[src/rtl/dbus_pair_arbiter_pkg.sv]
// dbus_arb_pkg: types and constants shared by the dual-slot data-bus arbiter.
//   dbus_req_t        : translated request {valid, addr, size, strobe, data}
//   dbus_resp_t       : bus response {addr_ok, data_ok, data}
//   dbus_slot_phase_t : per-slot tracker phase (IDLE/REQ/WAIT/DONE)
//   dbus_slot_state_t : full per-slot tracker state
//   BUS_SEL_*         : value of a slot's latched uncache bit selecting its bus
package dbus_arb_pkg;

    typedef struct packed {
        logic        valid;
        logic [31:0] addr;
        logic [2:0]  size;
        logic [3:0]  strobe;
        logic [31:0] data;
    } dbus_req_t;

    typedef struct packed {
        logic        addr_ok;
        logic        data_ok;
        logic [31:0] data;
    } dbus_resp_t;

    typedef enum logic [1:0] {
        PH_IDLE = 2'd0,
        PH_REQ  = 2'd1,
        PH_WAIT = 2'd2,
        PH_DONE = 2'd3
    } dbus_slot_phase_t;

    typedef struct packed {
        dbus_slot_phase_t phase;
        dbus_req_t        req;
        logic             uncache;
        logic [31:0]      data_buf;
    } dbus_slot_state_t;

    localparam logic BUS_SEL_DCACHE   = 1'b0;
    localparam logic BUS_SEL_UNCACHED = 1'b1;

endpackage

[src/rtl/dbus_pair_arbiter_if.sv]
// dbus_pair_arbiter_if: bundle of the pipeline-side and downstream bus signals.
//   dreq/d_uncache : two translated requests and their uncached flags
//   dresp          : joined completion back to the pipeline
//   dcreq/dcresp   : D-cache bus
//   ucreq/ucresp   : uncached bridge bus
// Handshake: a bus request is offered while req.valid=1; the target accepts the
// address with addr_ok and completes the access with data_ok (possibly in the
// same cycle as addr_ok). The requester holds the request stable until addr_ok.
// modport slave  : the arbiter's view; modport master : the environment's view.
interface dbus_pair_arbiter_if;
    import dbus_arb_pkg::*;

    dbus_req_t  [1:0] dreq;
    logic       [1:0] d_uncache;
    dbus_resp_t [1:0] dresp;
    dbus_req_t        dcreq;
    dbus_resp_t       dcresp;
    dbus_req_t        ucreq;
    dbus_resp_t       ucresp;

    modport slave  (input  dreq, d_uncache, dcresp, ucresp,
                    output dresp, dcreq, ucreq);
    modport master (output dreq, d_uncache, dcresp, ucresp,
                    input  dresp, dcreq, ucreq);
endinterface

[src/rtl/dbus_slot_tracker.sv]
// dbus_slot_tracker: follows one memory slot through IDLE -> REQ -> WAIT -> DONE.
//   start     : accept pulse; latches req_in/uncache_in (slot leaves IDLE if valid)
//   may_issue : ordering gate; the request is only offered on the bus while high
//   clear     : join cycle; DONE returns to IDLE
//   sel_resp  : response of the bus this slot selected
//   phase     : current phase (also the debug view of the FSM)
//   valid     : latched request valid (an invalid slot counts as finished)
//   uncache   : latched bus select
//   bus_req   : request to place on the selected bus
//   data_buf  : data captured on data_ok
module dbus_slot_tracker
    import dbus_arb_pkg::*;
(
    input  logic             clk,
    input  logic             resetn,
    input  logic             start,
    input  dbus_req_t        req_in,
    input  logic             uncache_in,
    input  logic             may_issue,
    input  logic             clear,
    input  dbus_resp_t       sel_resp,
    output dbus_slot_phase_t phase,
    output logic             valid,
    output logic             uncache,
    output dbus_req_t        bus_req,
    output logic [31:0]      data_buf
);

    dbus_slot_state_t st_q, st_d;

    always_ff @(posedge clk) begin
        if (!resetn) st_q <= '0;
        else         st_q <= st_d;
    end

    always_comb begin
        st_d = st_q;
        case (st_q.phase)
            PH_IDLE: begin
                if (start) begin
                    st_d.req     = req_in;
                    st_d.uncache = uncache_in;
                    if (req_in.valid) st_d.phase = PH_REQ;
                end
            end
            PH_REQ: begin
                // Responses only count while this slot actually owns the bus.
                if (may_issue && sel_resp.addr_ok) begin
                    if (sel_resp.data_ok) begin
                        st_d.phase    = PH_DONE;
                        st_d.data_buf = sel_resp.data;
                    end else begin
                        st_d.phase = PH_WAIT;
                    end
                end
            end
            PH_WAIT: begin
                if (sel_resp.data_ok) begin
                    st_d.phase    = PH_DONE;
                    st_d.data_buf = sel_resp.data;
                end
            end
            PH_DONE: begin
                if (clear) begin
                    st_d.phase     = PH_IDLE;
                    st_d.req.valid = 1'b0;
                end
            end
            default: st_d.phase = PH_IDLE;
        endcase
    end

    // may_issue is built from registered state only, so bus valid never
    // depends combinationally on a bus response.
    always_comb begin
        phase         = st_q.phase;
        valid         = st_q.req.valid;
        uncache       = st_q.uncache;
        data_buf      = st_q.data_buf;
        bus_req       = st_q.req;
        bus_req.valid = (st_q.phase == PH_REQ) && may_issue;
    end

endmodule

[src/rtl/dbus_pair_arbiter.sv]
// dbus_pair_arbiter: serialises the two per-cycle MMU data requests onto the
// D-cache bus and the uncached bus and returns one joined completion.
//   clk, resetn : clock, synchronous active-low reset
//   bus         : dbus_pair_arbiter_if.slave (dreq, d_uncache, dresp,
//                 dcreq, dcresp, ucreq, ucresp)
//   dbg_phase   : phase of each slot tracker
// Build option: DBUS_PARALLEL_ISSUE_EN lets slot 1 issue alongside slot 0 when
// the two slots target different buses; otherwise slot 1 waits for slot 0.
module dbus_pair_arbiter
    import dbus_arb_pkg::*;
(
    input  logic                   clk,
    input  logic                   resetn,
    dbus_pair_arbiter_if.slave     bus,
    output dbus_slot_phase_t [1:0] dbg_phase
);

    dbus_slot_phase_t phase     [2];
    logic             valid     [2];
    logic             unc       [2];
    logic             may_issue [2];
    dbus_req_t        breq      [2];
    dbus_resp_t       sel_resp  [2];
    logic [31:0]      dbuf      [2];

    logic accept, fin0, fin1, busy, join_now, dc_conflict, uc_conflict;

    assign accept = (phase[0] == PH_IDLE) && (phase[1] == PH_IDLE) &&
                    (bus.dreq[0].valid || bus.dreq[1].valid);

    assign fin0     = !valid[0] || (phase[0] == PH_DONE);
    assign fin1     = !valid[1] || (phase[1] == PH_DONE);
    assign busy     = (phase[0] != PH_IDLE) || (phase[1] != PH_IDLE);
    assign join_now = busy && fin0 && fin1;

    assign may_issue[0] = 1'b1;
`ifdef DBUS_PARALLEL_ISSUE_EN
    assign may_issue[1] = fin0 || (valid[0] && valid[1] && (unc[0] != unc[1]));
`else
    assign may_issue[1] = fin0;
`endif

    always_comb begin
        for (int i = 0; i < 2; i++)
            sel_resp[i] = (unc[i] == BUS_SEL_UNCACHED) ? bus.ucresp : bus.dcresp;
    end

    dbus_slot_tracker u_slot0 (
        .clk(clk), .resetn(resetn), .start(accept),
        .req_in(bus.dreq[0]), .uncache_in(bus.d_uncache[0]),
        .may_issue(may_issue[0]), .clear(join_now), .sel_resp(sel_resp[0]),
        .phase(phase[0]), .valid(valid[0]), .uncache(unc[0]),
        .bus_req(breq[0]), .data_buf(dbuf[0])
    );

    dbus_slot_tracker u_slot1 (
        .clk(clk), .resetn(resetn), .start(accept),
        .req_in(bus.dreq[1]), .uncache_in(bus.d_uncache[1]),
        .may_issue(may_issue[1]), .clear(join_now), .sel_resp(sel_resp[1]),
        .phase(phase[1]), .valid(valid[1]), .uncache(unc[1]),
        .bus_req(breq[1]), .data_buf(dbuf[1])
    );

    // Slot 0 is written last so it wins a (never expected) same-bus collision.
    always_comb begin
        bus.dcreq = '0;
        bus.ucreq = '0;
        if (breq[1].valid) begin
            if (unc[1] == BUS_SEL_UNCACHED) bus.ucreq = breq[1];
            else                            bus.dcreq = breq[1];
        end
        if (breq[0].valid) begin
            if (unc[0] == BUS_SEL_UNCACHED) bus.ucreq = breq[0];
            else                            bus.dcreq = breq[0];
        end
    end

    assign dc_conflict = breq[0].valid && breq[1].valid &&
                         (unc[0] == BUS_SEL_DCACHE) && (unc[1] == BUS_SEL_DCACHE);
    assign uc_conflict = breq[0].valid && breq[1].valid &&
                         (unc[0] == BUS_SEL_UNCACHED) && (unc[1] == BUS_SEL_UNCACHED);

    always_ff @(posedge clk) begin
        if (resetn) assert (!(dc_conflict || uc_conflict));
    end

    always_comb begin
        bus.dresp = '0;
        if (join_now) begin
            for (int i = 0; i < 2; i++) begin
                if (valid[i]) begin
                    bus.dresp[i].addr_ok = 1'b1;
                    bus.dresp[i].data_ok = 1'b1;
                    bus.dresp[i].data    = dbuf[i];
                end
            end
        end
    end

    assign dbg_phase[0] = phase[0];
    assign dbg_phase[1] = phase[1];

endmodule

[src/flat_wrapper.sv]
// flat-port wrapper written by rule: the top's interface ports become plain ports
module dbus_pair_arbiter_flat import dbus_arb_pkg::*;
  (clk, resetn, dbg_phase, bus_dreq, bus_d_uncache, bus_dcresp, bus_ucresp, bus_dresp, bus_dcreq, bus_ucreq);
  dbus_pair_arbiter_if bus_i ();
  input  logic clk;
  input  logic resetn;
  output dbus_slot_phase_t [1:0] dbg_phase;
  input wire logic [$bits(bus_i.dreq)-1:0] bus_dreq;
  input wire logic [$bits(bus_i.d_uncache)-1:0] bus_d_uncache;
  input wire logic [$bits(bus_i.dcresp)-1:0] bus_dcresp;
  input wire logic [$bits(bus_i.ucresp)-1:0] bus_ucresp;
  output wire logic [$bits(bus_i.dresp)-1:0] bus_dresp;
  output wire logic [$bits(bus_i.dcreq)-1:0] bus_dcreq;
  output wire logic [$bits(bus_i.ucreq)-1:0] bus_ucreq;
  assign bus_i.dreq = bus_dreq;
  assign bus_i.d_uncache = bus_d_uncache;
  assign bus_i.dcresp = bus_dcresp;
  assign bus_i.ucresp = bus_ucresp;
  assign bus_dresp = bus_i.dresp;
  assign bus_dcreq = bus_i.dcreq;
  assign bus_ucreq = bus_i.ucreq;
  dbus_pair_arbiter u_core (.clk(clk), .resetn(resetn), .bus(bus_i), .dbg_phase(dbg_phase));
endmodule
[config.mk]
export PLATFORM = sky130hd
export DESIGN_NAME = dbus_pair_arbiter_flat
export DESIGN_NICKNAME = d
export VERILOG_FILES = /design/src/rtl/dbus_pair_arbiter_pkg.sv /design/src/rtl/dbus_pair_arbiter_if.sv /design/src/rtl/dbus_slot_tracker.sv /design/src/rtl/dbus_pair_arbiter.sv /design/src/flat_wrapper.sv
export SDC_FILE = /design/constraint.sdc
export NUM_CORES = 1
export LEC_CHECK = 0
export CAP_MARGIN = 40
export CORE_UTILIZATION = 35
export CTS_BUF_LIST = sky130_fd_sc_hd__clkbuf_16
export DETAILED_ROUTE_END_ITERATION = 10
export PLACE_DENSITY = 0.75
export SLEW_MARGIN = 20
export SYNTH_ARGS = -nofsm -noshare
export SYNTH_HDL_FRONTEND = slang
export SYNTH_SLANG_ARGS = --single-unit
export TNS_END_PERCENT = 5
[constraint.sdc]
create_clock -name clk -period 3.2 [get_ports clk]
set_input_delay 0.64 -clock clk [delete_from_list [all_inputs] [get_ports clk]]
set_output_delay 0.64 -clock clk [all_outputs]
set_load 0.02 [all_outputs]
== Word level (Yosys, flattened, before mapping) ==
Index checks and enable logic that the tools add are counted.

* Reduce and logical (&&, ||, !) cells: 28
* Equality and inequality tests: 16
* Mux-type cells: 34

{| class="wikitable"
|+ Operators with widths
! operator !! count
|-
| 72-bit 2-to-1 mux || 8
|-
| 75-bit 2-to-1 mux || 2
|-
| 34-bit 2-to-1 mux || 4
|-
| 32-bit 2-to-1 mux || 4
|-
| 32-bit one-hot mux with 2 select lines || 2
|-
| 68-bit 2-to-1 mux || 1
|-
| 2-bit one-hot mux with 4 select lines || 2
|-
| 2-bit 2-to-1 mux || 6
|-
| 2-bit != test (second input constant) || 6
|-
| 2-bit nonzero test || 6
|-
| 5-bit AND reduction || 2
|-
| 2-bit equality test (second input constant) || 4
|-
| 2-bit by 1-bit != test with 1-bit output (second input constant) || 4
|-
| 2-bit AND reduction || 4
|-
| 1-bit logical AND || 6
|-
| 3-bit AND reduction || 2
|-
| 2-bit by 1-bit equality test with 1-bit output (second input constant) || 2
|-
| 2-bit zero test || 2
|-
| 1-bit logical OR || 4
|-
| 1-bit one-hot mux with 2 select lines || 2
|-
| 3-bit 2-to-1 mux || 1
|-
| 1-bit zero test || 2
|-
| 1-bit 2-to-1 mux || 2
|}

* Output and inout bits: 216
* Input bits: 216
* Bits in registers: 214

== Depth between registers and ports, before layout ==
Gate-level depths: netlist of the first run.

* Word-level depth: 6
* Mapped depth: 9

== Hierarchy ==
From an unflattened synthesis of the first run, not the netlist that was laid out.

* Cells, all modules: 1,565
* Area total of the unflattened synthesis: 13,220.2 um2

{| class="wikitable"
|+ Modules (own cells, without submodules)
! module !! cells each !! times used !! area an instance (um2) !! seq. area each (um2)
|-
| dbus_slot_tracker || 484 || 2 || 4,189.0 || 2,142.1
|-
| dbus_pair_arbiter || 597 || 1 || 4,842.1 || 0.0
|}

== Least setup slack after synthesis of the first run ==
Ideal clock, no wire load.

* Path type: reg-to-output
* From: reg u_core.u_slot1.st_q, in the netlist u_core.u_slot1.phase[0]
* To: out bus_dresp[23]
* Path buffers: 2
* Path slack: 554 ps
* Stages on the path, launching flop included: 9
* Arrival time: 2,006 ps
* Data required time: 2,560 ps
* Path through: dfxtp_1 inv_1 ha_1 clkbuf_1 nand2_1 nand3_1 nor2_1 clkbuf_1 and2_1

* Cells in the longest elaborated chain, start to end: 5

{| class="wikitable"
|+ Ends and longest elaborated chain
! what !! RTL line !! source
|-
| start: declaration || dbus_slot_tracker.sv:29 || <nowiki>dbus_slot_state_t st_q, st_d;</nowiki>
|-
| start signal: assignment || dbus_slot_tracker.sv:33 || <nowiki>else st_q <= st_d;</nowiki>
|-
| 2-bit nonzero test || dbus_pair_arbiter.sv:33 || <nowiki>assign busy = (phase[0] != PH_IDLE) || (phase[1] != PH_IDLE);</nowiki>
|-
| 1-bit logical OR || dbus_pair_arbiter.sv:33 ||
|-
| 1-bit logical AND || dbus_pair_arbiter.sv:34 || <nowiki>assign join_now = busy && fin0 && fin1;</nowiki>
|-
| 1-bit logical AND (*) || dbus_pair_arbiter.sv:34 ||
|-
| 68-bit 2-to-1 mux (*) || dbus_pair_arbiter.sv:89 || <nowiki>if (join_now) begin</nowiki>
|-
| end: declaration || flat_wrapper.sv:12 || <nowiki>output wire logic [$bits(bus_i.dresp)-1:0] bus_dresp;</nowiki>
|}

Mark *: on every way between the ends. The rest lies on a longest branch, timed or not.

== Worst setup path after layout of the first run ==
* From: reg u_core.u_slot0.st_q, in the netlist u_core.u_slot0.phase[1]
* To: out bus_ucreq[21]

* Cells in the longest elaborated chain, start to end: 6

{| class="wikitable"
|+ Ends and longest elaborated chain
! what !! RTL line !! source
|-
| start: declaration || dbus_slot_tracker.sv:29 ||
|-
| start signal: assignment || dbus_slot_tracker.sv:33 ||
|-
| 2-bit equality test || dbus_pair_arbiter.sv:31 || <nowiki>assign fin0 = !valid[0] || (phase[0] == PH_DONE);</nowiki>
|-
| 1-bit logical OR || dbus_pair_arbiter.sv:31 ||
|-
| 1-bit logical AND || dbus_slot_tracker.sv:81 || <nowiki>bus_req.valid = (st_q.phase == PH_REQ) && may_issue;</nowiki>
|-
| 72-bit 2-to-1 mux || dbus_pair_arbiter.sv:68 || <nowiki>if (breq[1].valid) begin</nowiki>
|-
| 72-bit 2-to-1 mux || dbus_pair_arbiter.sv:73 || <nowiki>if (unc[0] == BUS_SEL_UNCACHED) bus.ucreq = breq[0];</nowiki>
|-
| 72-bit 2-to-1 mux (*) || dbus_pair_arbiter.sv:72 || <nowiki>if (breq[0].valid) begin</nowiki>
|-
| end: declaration || flat_wrapper.sv:14 || <nowiki>output wire logic [$bits(bus_i.ucreq)-1:0] bus_ucreq;</nowiki>
|}

Marked as above.

==> flow_summary.html, run 1 <==
<table>
<tr><th>Metric</th><th>Value</th></tr>
<tr><th colspan="2">Global route</th></tr>
<tr><td>Global-route wire length before repair</td><td>58500 um</td></tr>
<tr><td>Total overflow reported by the global router</td><td>0</td></tr>
<tr><td>Total routing resource utilization after global routing</td><td>24.4%</td></tr>
<tr><td>Largest net degree at the start of global routing</td><td>109</td></tr>
<tr><td>Initial antenna violation count</td><td>1</td></tr>
<tr><td>Number of global-route vias before repair</td><td>10335</td></tr>
<tr><th colspan="2">Placed design</th></tr>
<tr><td>RD Place Congestion</td><td>0.917</td></tr>
<tr><td>Instance count after placement with tap cells included</td><td>1968</td></tr>
<tr><td>Placed wire-length estimate after detailed placement</td><td>25900 um</td></tr>
<tr><td>Setup slack after placement</td><td>0.274 ns</td></tr>
<tr><td>Port Buffers</td><td>431</td></tr>
<tr><td>Placement Cell Area</td><td>14900 um^2</td></tr>
<tr><th colspan="2">STA</th></tr>
<tr><td>Setup repair after global routing missed its margin</td><td>yes</td></tr>
<tr><td>Final Hold Vio Count</td><td>0</td></tr>
<tr><td>Slack of the critical path</td><td>-0.101 ns</td></tr>
<tr><td>Final Slew Violations</td><td>0</td></tr>
<tr><td>Worst slew margin</td><td>54.9%</td></tr>
<tr><td>Worst Clk Skew</td><td>0.00857 ns</td></tr>
<tr><td>Final setup viols</td><td>13</td></tr>
<tr><td>Final period utilization</td><td>103%</td></tr>
<tr><td>Worst Max-Slew Pin Slew</td><td>0.676 ns</td></tr>
<tr><td>Final Critical Period</td><td>3.30 ns</td></tr>
<tr><td>Max Fclk</td><td>303 MHz</td></tr>
<tr><td>Accumulated negative setup slack</td><td>-1.18 ns</td></tr>
<tr><th colspan="2">Yosys</th></tr>
<tr><td>Area of the mapped netlist</td><td>10200 um^2</td></tr>
<tr><td>Area fraction in compound gates after synthesis</td><td>27.1%</td></tr>
<tr><td>Simple-gate share of the synthesized area</td><td>17.4%</td></tr>
<tr><td>Post-synthesis sequential area ratio</td><td>42.1%</td></tr>
<tr><td>Yosys warns</td><td>0</td></tr>
<tr><td>Largest family of logic cells by synthesized area</td><td>compound AO/OA/AOI/OAI gates</td></tr>
<tr><td>Synthesized-area fraction occupied by xor and xnor cells</td><td>0%</td></tr>
<tr><td>Yosys cell types</td><td>34</td></tr>
<tr><td>Fraction of the mapped netlist area in adder cells</td><td>1.23%</td></tr>
<tr><td>Syn nets</td><td>1465</td></tr>
<tr><td>Share of Yosys cell area claimed by the top area cell type</td><td>42.1%</td></tr>
<tr><td>Cell type with the largest total area after synthesis</td><td>sky130_fd_sc_hd__dfxtp_1</td></tr>
<tr><td>Cells taking the most area after synthesis</td><td>sky130_fd_sc_hd__dfxtp_1, sky130_fd_sc_hd__a22o_1, sky130_fd_sc_hd__nand2_1</td></tr>
<tr><td>Per-instance average area after synthesis</td><td>8.21 um^2</td></tr>
<tr><td>Cells after synthesis</td><td>1239</td></tr>
<tr><td>Share of synthesized area spent on multiplexers</td><td>6.88%</td></tr>
<tr><td>Total of flip-flops plus latches after synthesis</td><td>214</td></tr>
<tr><th colspan="2">Hold path</th></tr>
<tr><td>Hold Path Stages</td><td>2</td></tr>
<tr><td>Hold Path Class</td><td>reg -&gt; reg</td></tr>
<tr><td>Hold path startpoint</td><td>u_core.u_slot1.bus_req[47]</td></tr>
<tr><td>Hold-critical path endpoint</td><td>u_core.u_slot1.bus_req[47]</td></tr>
<tr><th colspan="2">Drt</th></tr>
<tr><td>Uppermost routed layer</td><td>met4</td></tr>
<tr><td>Detailed router's first-iteration violation count</td><td>818</td></tr>
<tr><td>Met2 Routed Length</td><td>18300 um</td></tr>
<tr><td>Vias after detailed routing</td><td>10692</td></tr>
<tr><td>Drc violations</td><td>0</td></tr>
<tr><td>Routed vias/inst</td><td>5.30</td></tr>
<tr><td>Drt wl/cell</td><td>19.1 um</td></tr>
<tr><td>DR WL met3</td><td>3370 um</td></tr>
<tr><td>Final antenna-violating net count</td><td>0</td></tr>
<tr><td>Final WL</td><td>38600 um</td></tr>
<tr><td>Met1 wire length</td><td>15500 um</td></tr>
<tr><td>First-pass iteration count of the detailed router</td><td>5</td></tr>
<tr><th colspan="2">Critical path</th></tr>
<tr><td>Arrival @ worst endpoint</td><td>2.66 ns</td></tr>
<tr><td>Startpoint type of the worst setup path</td><td>flip-flop</td></tr>
<tr><td>Slowest library cell on the worst path</td><td>sky130_fd_sc_hd__clkdlybuf4s50_1</td></tr>
<tr><td>List of cells traversed by the critical path</td><td>inv_1, ha_2, and2_2, nor2_4, buf_8, a22o_1, clkdlybuf4s50_1</td></tr>
<tr><td>Start point of the critical path</td><td>u_core.u_slot0.phase[1]</td></tr>
<tr><td>Type of the setup path with the least slack</td><td>reg -&gt; out</td></tr>
<tr><td>Critical R2R Launch</td><td>u_core.u_slot0.uncache</td></tr>
<tr><td>CP endpoint kind</td><td>output pin</td></tr>
<tr><td>Cell count of the worst reg-to-reg path</td><td>6</td></tr>
<tr><td>Delay of the slowest cell on the worst path</td><td>0.60 ns</td></tr>
<tr><td>Setup slack on the worst flop-to-flop path</td><td>0.87 ns</td></tr>
<tr><td>RR Endpoint</td><td>u_core.u_slot0.data_buf[4]</td></tr>
<tr><td>Highest fanout seen on the critical path</td><td>17</td></tr>
<tr><td>Worst Path Required</td><td>2.56 ns</td></tr>
<tr><th colspan="2">Clock network</th></tr>
<tr><td>Buffer cell driving the clock tree root</td><td>sky130_fd_sc_hd__clkbuf_16</td></tr>
<tr><td>Maximum number of buffers from clock root to sink</td><td>3</td></tr>
<tr><td>Clock sink total</td><td>214</td></tr>
<tr><td>Later-pin clock latency in the skew report</td><td>0.51 ns</td></tr>
<tr><td>Number of buffers added to fix hold violations after cts</td><td>0</td></tr>
<tr><td>Clock buffer count from CTS</td><td>24</td></tr>
<tr><td>Clock transition at the registers of the reported paths</td><td>0.06 ns</td></tr>
<tr><td>H-tree lvl count</td><td>1</td></tr>
<tr><td>CTS tree</td><td>built</td></tr>
<tr><th colspan="2">Layout</th></tr>
<tr><td>Total area of multi-input combinational cells</td><td>5410 um^2</td></tr>
<tr><td>Area Growth Syn to Fin</td><td>53.9%</td></tr>
<tr><td>Filler cells</td><td>2586</td></tr>
<tr><td>Share of post-route cells with drive strength above 1</td><td>8.45%</td></tr>
<tr><td>Number of nets in the layout</td><td>1843</td></tr>
<tr><td>Flip-flop and latch area</td><td>4290 um^2</td></tr>
<tr><td>Area of all placed cells without fillers</td><td>15700 um^2</td></tr>
<tr><td>Final non-filler cell total</td><td>2019</td></tr>
<tr><th colspan="2">Outcome</th></tr>
<tr><td>Status</td><td>finished, violations left</td></tr>
<tr><td>Violated checks</td><td>setup timing</td></tr>
<tr><th colspan="2">Die</th></tr>
<tr><td>Die boundary width</td><td>173 um</td></tr>
<tr><td>Std-Cell Rows</td><td>62</td></tr>
<tr><td>Die outline area</td><td>29800 um^2</td></tr>
<tr><td>Core Box Area</td><td>28600 um^2</td></tr>
<tr><td>Die span in y</td><td>173 um</td></tr>
<tr><td>Number of I/O pins</td><td>432</td></tr>
<tr><td>Starting utilization of the core area</td><td>35.6%</td></tr>
<tr><th colspan="2">Power and ir drop</th></tr>
<tr><td>Max VDD drop</td><td>0.427 mV</td></tr>
<tr><td>Post-layout power</td><td>11.4 mW</td></tr>
<tr><td>Power density of the placed cells</td><td>731 nW/um^2</td></tr>
<tr><td>Leakage power</td><td>7.28 nW</td></tr>
<tr><th colspan="2">Job</th></tr>
<tr><td>Number of max-cap violations</td><td>0</td></tr>
</table>
## per-stage QoR
| stage | util (%) | hold slack [ns] |
|---|---|---|
| 3_3_place_gp | 52.1 | 0.456 |
| 2_1_floorplan | - | 0.449 |
| 3_5_place_dp | 52.1 | 0.462 |
| 4_1_cts | 54.7 | 0.470 |
| 5_1_grt | 54.7 | 0.493 |
| 6_report | 54.7 | 0.470 |
## state kept, by name, summed over array words and instances, names as in the netlist
signal / cells
u_core.u_slot1.uncache: 1
u_core.u_slot1.phase: 2
u_core.u_slot0.bus_req: 71
u_core.u_slot1.valid: 1
u_core.u_slot1.data_buf: 32
u_core.u_slot0.uncache: 1
u_core.u_slot0.data_buf: 32
u_core.u_slot1.bus_req: 71
u_core.u_slot0.phase: 2
u_core.u_slot0.valid: 1
## kinds of logic after synthesis
| group | Yosys count |
|---|---|
| AO/OA/AOI/OAI | 403 |
| adder cells (fa/ha/maj) | 10 |
| buffers and inverters | 125 |
| flip-flops | 214 |
| multiplexers | 70 |
| AND/OR/NAND/NOR | 417 |
## report_power, final
part,total (mW),switching (mW),internal (mW)
clock network,2.93,1.12,1.81
logic,4.39,2.64,1.75
registers,4.13,0.638,3.49
total,11.4,4.40,7.05
## critical path, delay by kind of cell (launching register included)
family / cells / cell delay (ns)
adders and majority gates: 1 / 0.20
AOI/OAI and AO/OA: 1 / 0.16
DFF: 1 / 0.37
and+or+nand+nor: 2 / 0.44
buffers and inverters: 3 / 0.97
## routing by layer
layer	vias up	track usage (%)
li1	5110	-
met1	4999	29.0
met2	495	41.3
met3	88	6.48
met4	0	9.93
met5	-	0
## cell type report
cell class              count  area share, %
clock inverters            18           1.33
multi-input cells         900           34.5
well taps                 384           3.07
clock buffers              25           3.99
repair buffers            470           29.5
inverters                   7          0.200
flip-flops and latches    214           27.4
diodes                      1         0.0160
## worst max-delay path by stage
stage | slack (ns) | endpoint
2_1_floorplan | 0.55 | bus_dresp[23]
3_3_place_gp | 0.30 | bus_dcreq[15]
3_5_place_dp | 0.27 | bus_dcreq[15]
4_1_cts | -0.24 | bus_ucreq[68]
5_1_grt | -0.19 | bus_ucreq[48]
6_report | -0.10 | bus_ucreq[21]
## Yosys cell counts
cell type,count
sky130_fd_sc_hd__a21o_1,1
sky130_fd_sc_hd__inv_1,6
sky130_fd_sc_hd__a22o_1,143
sky130_fd_sc_hd__a21boi_0,1
sky130_fd_sc_hd__o21ai_1,1
sky130_fd_sc_hd__ha_1,10
sky130_fd_sc_hd__a22oi_1,2
sky130_fd_sc_hd__nand2b_1,2
sky130_fd_sc_hd__o21bai_1,1
sky130_fd_sc_hd__buf_1,12
sky130_fd_sc_hd__buf_4,6
sky130_fd_sc_hd__a211oi_4,1
sky130_fd_sc_hd__nor2b_1,3
sky130_fd_sc_hd__a21oi_1,180
sky130_fd_sc_hd__mux2i_1,70
sky130_fd_sc_hd__clkbuf_1,67
sky130_fd_sc_hd__buf_2,33
sky130_fd_sc_hd__nand3b_1,2
sky130_fd_sc_hd__a211oi_1,64
sky130_fd_sc_hd__o221ai_1,1
sky130_fd_sc_hd__o211ai_1,1
sky130_fd_sc_hd__o311ai_0,1
sky130_fd_sc_hd__and4_1,1
sky130_fd_sc_hd__nand2_1,297
sky130_fd_sc_hd__nand4b_1,2
sky130_fd_sc_hd__nor2_1,39
sky130_fd_sc_hd__dfxtp_1,214
sky130_fd_sc_hd__nor3b_1,1
sky130_fd_sc_hd__nand3_1,4
sky130_fd_sc_hd__and2_1,66
sky130_fd_sc_hd__o21ai_0,4
sky130_fd_sc_hd__a211o_1,1
sky130_fd_sc_hd__o211a_1,1
sky130_fd_sc_hd__clkinv_1,1
## layout by cell type (no fill, tap or decap), drive strengths merged, types with 16 or more instances in the layout
cell and n:
nand2 297, clkdlybuf4s50 234, dfxtp 214, a21oi 180, a22o 143, clkbuf 76, dlygate4sd2 75, mux2i 70
and2 66, a211oi 65, dlymetal6s2s 56, nor2 39, buf 38, clkdlybuf4s15 16
## timing repair
item,CTS,global route
endpoints found under the setup margin,206,77
pin swaps,1,2
cloned,2,1
setup buffers,1,3
gates resized for setup,143,177
Power figures use the tool's default switching activity.
==> run 2: changes to the inputs <==
--- a/config.mk
+++ b/config.mk
@@ -9,6 +9,7 @@
 export CORE_UTILIZATION = 35
 export CTS_BUF_LIST = sky130_fd_sc_hd__clkbuf_16
 export DETAILED_ROUTE_END_ITERATION = 10
+export GPL_TIMING_DRIVEN = 0
 export PLACE_DENSITY = 0.75
 export SLEW_MARGIN = 20
 export SYNTH_ARGS = -nofsm -noshare
==> run 2 against run 1 <==
Effect of this change: the flow still finishes with violations (setup timing); first-iteration DRC count down 12%; critical path depth grew 1; final area is 1.2% lower; sequential share of layout area increased by 0.34 points; worst setup slack improved by 0.093 ns; register-to-register slack worse by 0.08 ns; global-route usage up 2.1 points; critical endpoint is now bus_dcreq[33]; highest routed layer unchanged.
==> flow_summary.html, run 2 (synthesis results as in run 1) <==
<table>
<tr><th>Metric</th><th>Value</th></tr>
<tr><th colspan="2">Critical path</th></tr>
<tr><td>List of cells traversed by the critical path</td><td>ha_2, nand2b_2, nand3b_1, nor2_4, buf_6, buf_4, a22o_1, clkdlybuf4s15_2</td></tr>
<tr><td>CP endpoint kind</td><td>output pin</td></tr>
<tr><td>Startpoint type of the worst setup path</td><td>flip-flop</td></tr>
<tr><td>Worst Path Required</td><td>2.56 ns (about the same)</td></tr>
<tr><td>Highest fanout seen on the critical path</td><td>10 (-7)</td></tr>
<tr><td>Slowest library cell on the worst path</td><td>sky130_fd_sc_hd__dfxtp_2</td></tr>
<tr><td>Delay of the slowest cell on the worst path</td><td>0.36 ns (-0.24 ns)</td></tr>
<tr><td>Buffer and inverter count on the worst path</td><td>3 (unchanged)</td></tr>
<tr><td>Arrival @ worst endpoint</td><td>2.57 ns (-0.09 ns)</td></tr>
<tr><td>Type of the setup path with the least slack</td><td>reg -&gt; out</td></tr>
<tr><td>Top cell family by delay on the critical path</td><td>buffers and inverters</td></tr>
<tr><th colspan="2">Job</th></tr>
<tr><td>Number of max-cap violations</td><td>0 (unchanged)</td></tr>
<tr><th colspan="2">Global route</th></tr>
<tr><td>Total routing resource utilization after global routing</td><td>26.5% (+2.1 points)</td></tr>
<tr><td>Number of global-route vias before repair</td><td>10874 (+5.2%)</td></tr>
<tr><td>Total overflow reported by the global router</td><td>0 (unchanged)</td></tr>
<tr><td>Largest net degree at the start of global routing</td><td>13 (-88%)</td></tr>
<tr><td>Global-route wire length before repair</td><td>62100 um (+6.0%)</td></tr>
<tr><td>Initial antenna violation count</td><td>1 (unchanged)</td></tr>
<tr><th colspan="2">Power and ir drop</th></tr>
<tr><td>Power density of the placed cells</td><td>725 nW/um^2 (-0.75%)</td></tr>
<tr><td>Leakage power</td><td>6.40 nW (-12%)</td></tr>
<tr><td>Max VDD drop</td><td>0.366 mV (-14%)</td></tr>
<tr><th colspan="2">STA</th></tr>
<tr><td>Final setup viols</td><td>2 (-11)</td></tr>
<tr><td>Final Critical Period</td><td>3.21 ns (-0.0933 ns)</td></tr>
<tr><td>Max Fclk</td><td>312 MHz (+2.9%)</td></tr>
<tr><td>Accumulated negative setup slack</td><td>-0.0148 ns (+1.16 ns)</td></tr>
<tr><td>Setup repair after global routing missed its margin</td><td>yes</td></tr>
<tr><td>Worst Max-Slew Pin Slew</td><td>0.813 ns (+0.137 ns)</td></tr>
<tr><td>Final Slew Violations</td><td>0 (unchanged)</td></tr>
<tr><td>Final period utilization</td><td>100% (-2.9 points)</td></tr>
<tr><td>Worst Hold Margin</td><td>0.471 ns (+0.000630 ns)</td></tr>
<tr><td>Final Hold Vio Count</td><td>0 (unchanged)</td></tr>
<tr><td>Worst Clk Skew</td><td>0.0257 ns (+0.0171 ns)</td></tr>
<tr><td>Slack of the critical path</td><td>-0.00770 ns (+0.0933 ns)</td></tr>
<tr><td>Worst slew margin</td><td>45.8% (-9.1 points)</td></tr>
<tr><th colspan="2">Outcome</th></tr>
<tr><td>Status</td><td>finished, violations left</td></tr>
<tr><td>Violated checks</td><td>setup timing</td></tr>
<tr><th colspan="2">Hold path</th></tr>
<tr><td>Hold Path Class</td><td>reg -&gt; reg</td></tr>
<tr><th colspan="2">Placed design</th></tr>
<tr><td>RD Place Congestion</td><td>0.969 (+5.7%)</td></tr>
<tr><td>Port Buffers</td><td>431 (unchanged)</td></tr>
<tr><td>Placed wire-length estimate after detailed placement</td><td>31600 um (+22%)</td></tr>
<tr><td>Placement Cell Area</td><td>15000 um^2 (+0.71%)</td></tr>
<tr><th colspan="2">Drt</th></tr>
<tr><td>Drc violations</td><td>0 (unchanged)</td></tr>
<tr><td>Final WL</td><td>41600 um (+8.0%)</td></tr>
<tr><td>Drt wl/cell</td><td>19.8 um (+3.5%)</td></tr>
<tr><td>Vias after detailed routing</td><td>11174 (+4.5%)</td></tr>
<tr><td>Detailed router's first-iteration violation count</td><td>721 (-12%)</td></tr>
<tr><td>First-pass iteration count of the detailed router</td><td>7 (+2)</td></tr>
<tr><td>Final antenna-violating net count</td><td>0 (unchanged)</td></tr>
<tr><td>Routed vias/inst</td><td>5.31 (+0.24%)</td></tr>
<tr><th colspan="2">Clock network</th></tr>
<tr><td>Clock buffer count from CTS</td><td>24 (unchanged)</td></tr>
<tr><td>Number of buffers added to fix hold violations after cts</td><td>0 (unchanged)</td></tr>
<tr><td>Maximum number of buffers from clock root to sink</td><td>3 (unchanged)</td></tr>
<tr><td>H-tree lvl count</td><td>1 (unchanged)</td></tr>
<tr><td>CTS tree</td><td>built</td></tr>
<tr><td>Clock sink total</td><td>214 (unchanged)</td></tr>
<tr><td>Clock transition at the registers of the reported paths</td><td>0.06 ns (about the same)</td></tr>
<tr><td>Later-pin clock latency in the skew report</td><td>0.52 ns (about the same)</td></tr>
<tr><td>Buffer cell driving the clock tree root</td><td>sky130_fd_sc_hd__clkbuf_16</td></tr>
<tr><th colspan="2">Die</th></tr>
<tr><td>Starting utilization of the core area</td><td>35.6% (unchanged)</td></tr>
<tr><td>Std-Cell Rows</td><td>62 (unchanged)</td></tr>
<tr><td>Die span in y</td><td>173 um (unchanged)</td></tr>
<tr><td>Die outline area</td><td>29800 um^2 (unchanged)</td></tr>
<tr><td>Die boundary width</td><td>173 um (unchanged)</td></tr>
<tr><td>Number of I/O pins</td><td>432 (unchanged)</td></tr>
<tr><td>Core Box Area</td><td>28600 um^2 (unchanged)</td></tr>
<tr><th colspan="2">Layout</th></tr>
<tr><td>Number of nets in the layout</td><td>1929 (+4.7%)</td></tr>
<tr><td>Area of all placed cells without fillers</td><td>15500 um^2 (-1.2%)</td></tr>
<tr><td>Area Growth Syn to Fin</td><td>52.2%</td></tr>
<tr><td>Share of post-route cells with drive strength above 1</td><td>14.2% (+5.7 points)</td></tr>
<tr><td>Most frequent cells in the layout</td><td>sky130_fd_sc_hd__nand2_1, sky130_fd_sc_hd__clkdlybuf4s50_1, sky130_fd_sc_hd__dfxtp_1, sky130_fd_sc_hd__a21oi_1, sky130_fd_sc_hd__a22o_1</td></tr>
<tr><td>Most common library cell in the layout ignoring fill and taps</td><td>sky130_fd_sc_hd__nand2_1</td></tr>
</table>
[run 2: cell count changes in the layout (fill, tap and decap cells not counted), moves of 16 or more]
cell / change
sky130_fd_sc_hd__dlygate4sd2_1: -16
sky130_fd_sc_hd__clkbuf_1: +46
sky130_fd_sc_hd__buf_2: +37
sky130_fd_sc_hd__clkdlybuf4s15_2: +33
sky130_fd_sc_hd__clkbuf_2: +40
sky130_fd_sc_hd__dlymetal6s2s_1: -55
[run 2: worst reg2reg max path: stages, from the launching register on]
cell,delay (ns)
sky130_fd_sc_hd__dfxtp_2,0.36
sky130_fd_sc_hd__inv_1,0.09
sky130_fd_sc_hd__ha_1,0.31
sky130_fd_sc_hd__o211ai_1,0.18
sky130_fd_sc_hd__clkbuf_1,0.60
sky130_fd_sc_hd__clkbuf_1,0.52
sky130_fd_sc_hd__nand2_1,0.12
sky130_fd_sc_hd__a21oi_1,0.16
[run 2: area by class of cell]
class / instances / area [um^2]
multi-input combinational: 900 / 5420
buffer: 116 / 608
clock buffer: 25 / 626
sequential: 214 / 4290
clock inverter: 18 / 103
antenna: 1 / 2.50
timing repair buffer: 440 / 3930
inverter: 7 / 26.3
fill: 2696 / 13100
tap: 384 / 480
[run 2: final timing paths]
kind | start | slack [ns] | to | cells after the start
setup / recovery | u_core.u_slot0.phase[0] | -0.008 | bus_dcreq[33] | 8
hold / removal | u_core.u_slot1.bus_req[56] | 0.47 | u_core.u_slot1.bus_req[56] | 2
setup reg to reg | u_core.u_slot0.phase[0] | 0.79 | u_core.u_slot1.bus_req[1] | 7
hold reg to reg | u_core.u_slot1.bus_req[56] | 0.47 | u_core.u_slot1.bus_req[56] | 2
[run 2: through the flow]
stage / worst slack [ns] / utilization [%] / power [mW] / cells
after floorplan: 0.554 / - / 6.84 / 1239
after global placement: -0.942 / 52.3 / 8.46 / 2054
after detailed placement: -0.604 / 52.4 / 8.63 / 2058
after CTS: -0.0863 / 55.3 / 11.2 / 2106
after global routing: -0.0918 / 54.1 / 11.9 / 2105
final: -0.00770 / 54.1 / 11.2 / 2105
[run 2: metal layers]
metal / vias to the layer above / routed length [um] / global-route usage [%]
met3: 76 / 3200 / 6.06
met5: - / 0 / 0
met1: 5328 / 16700 / 30.7
met4: 0 / 1250 / 9.78
met2: 482 / 20500 / 47.1
li1: 5288 / - / -
[run 2: timing repair]
action,CTS,global route
setup endpoints to repair,211,200
pin swaps,5,2
setup buffers,5,0
gates resized for setup,409,168
gates cloned,0,0
[run 2: power breakdown]
| group | switching [mW] | internal [mW] | leakage [nW] |
|---|---|---|---|
| sequential | 0.594 | 3.49 | 1.76 |
| combinational | 2.83 | 1.71 | 4.25 |
| clock | 1.12 | 1.48 | 0.383 |
| total | 4.55 | 6.68 | 6.40 |
==> run 3: changes to the inputs <==
--- a/config.mk
+++ b/config.mk
@@ -11,7 +11,6 @@
 export DETAILED_ROUTE_END_ITERATION = 10
 export GPL_TIMING_DRIVEN = 0
 export PLACE_DENSITY = 0.75
-export SLEW_MARGIN = 20
 export SYNTH_ARGS = -nofsm -noshare
 export SYNTH_HDL_FRONTEND = slang
 export SYNTH_SLANG_ARGS = --single-unit
==> results of run 3 <==
Same layout as run 2: the final DEF is identical, and so are final timing and power.
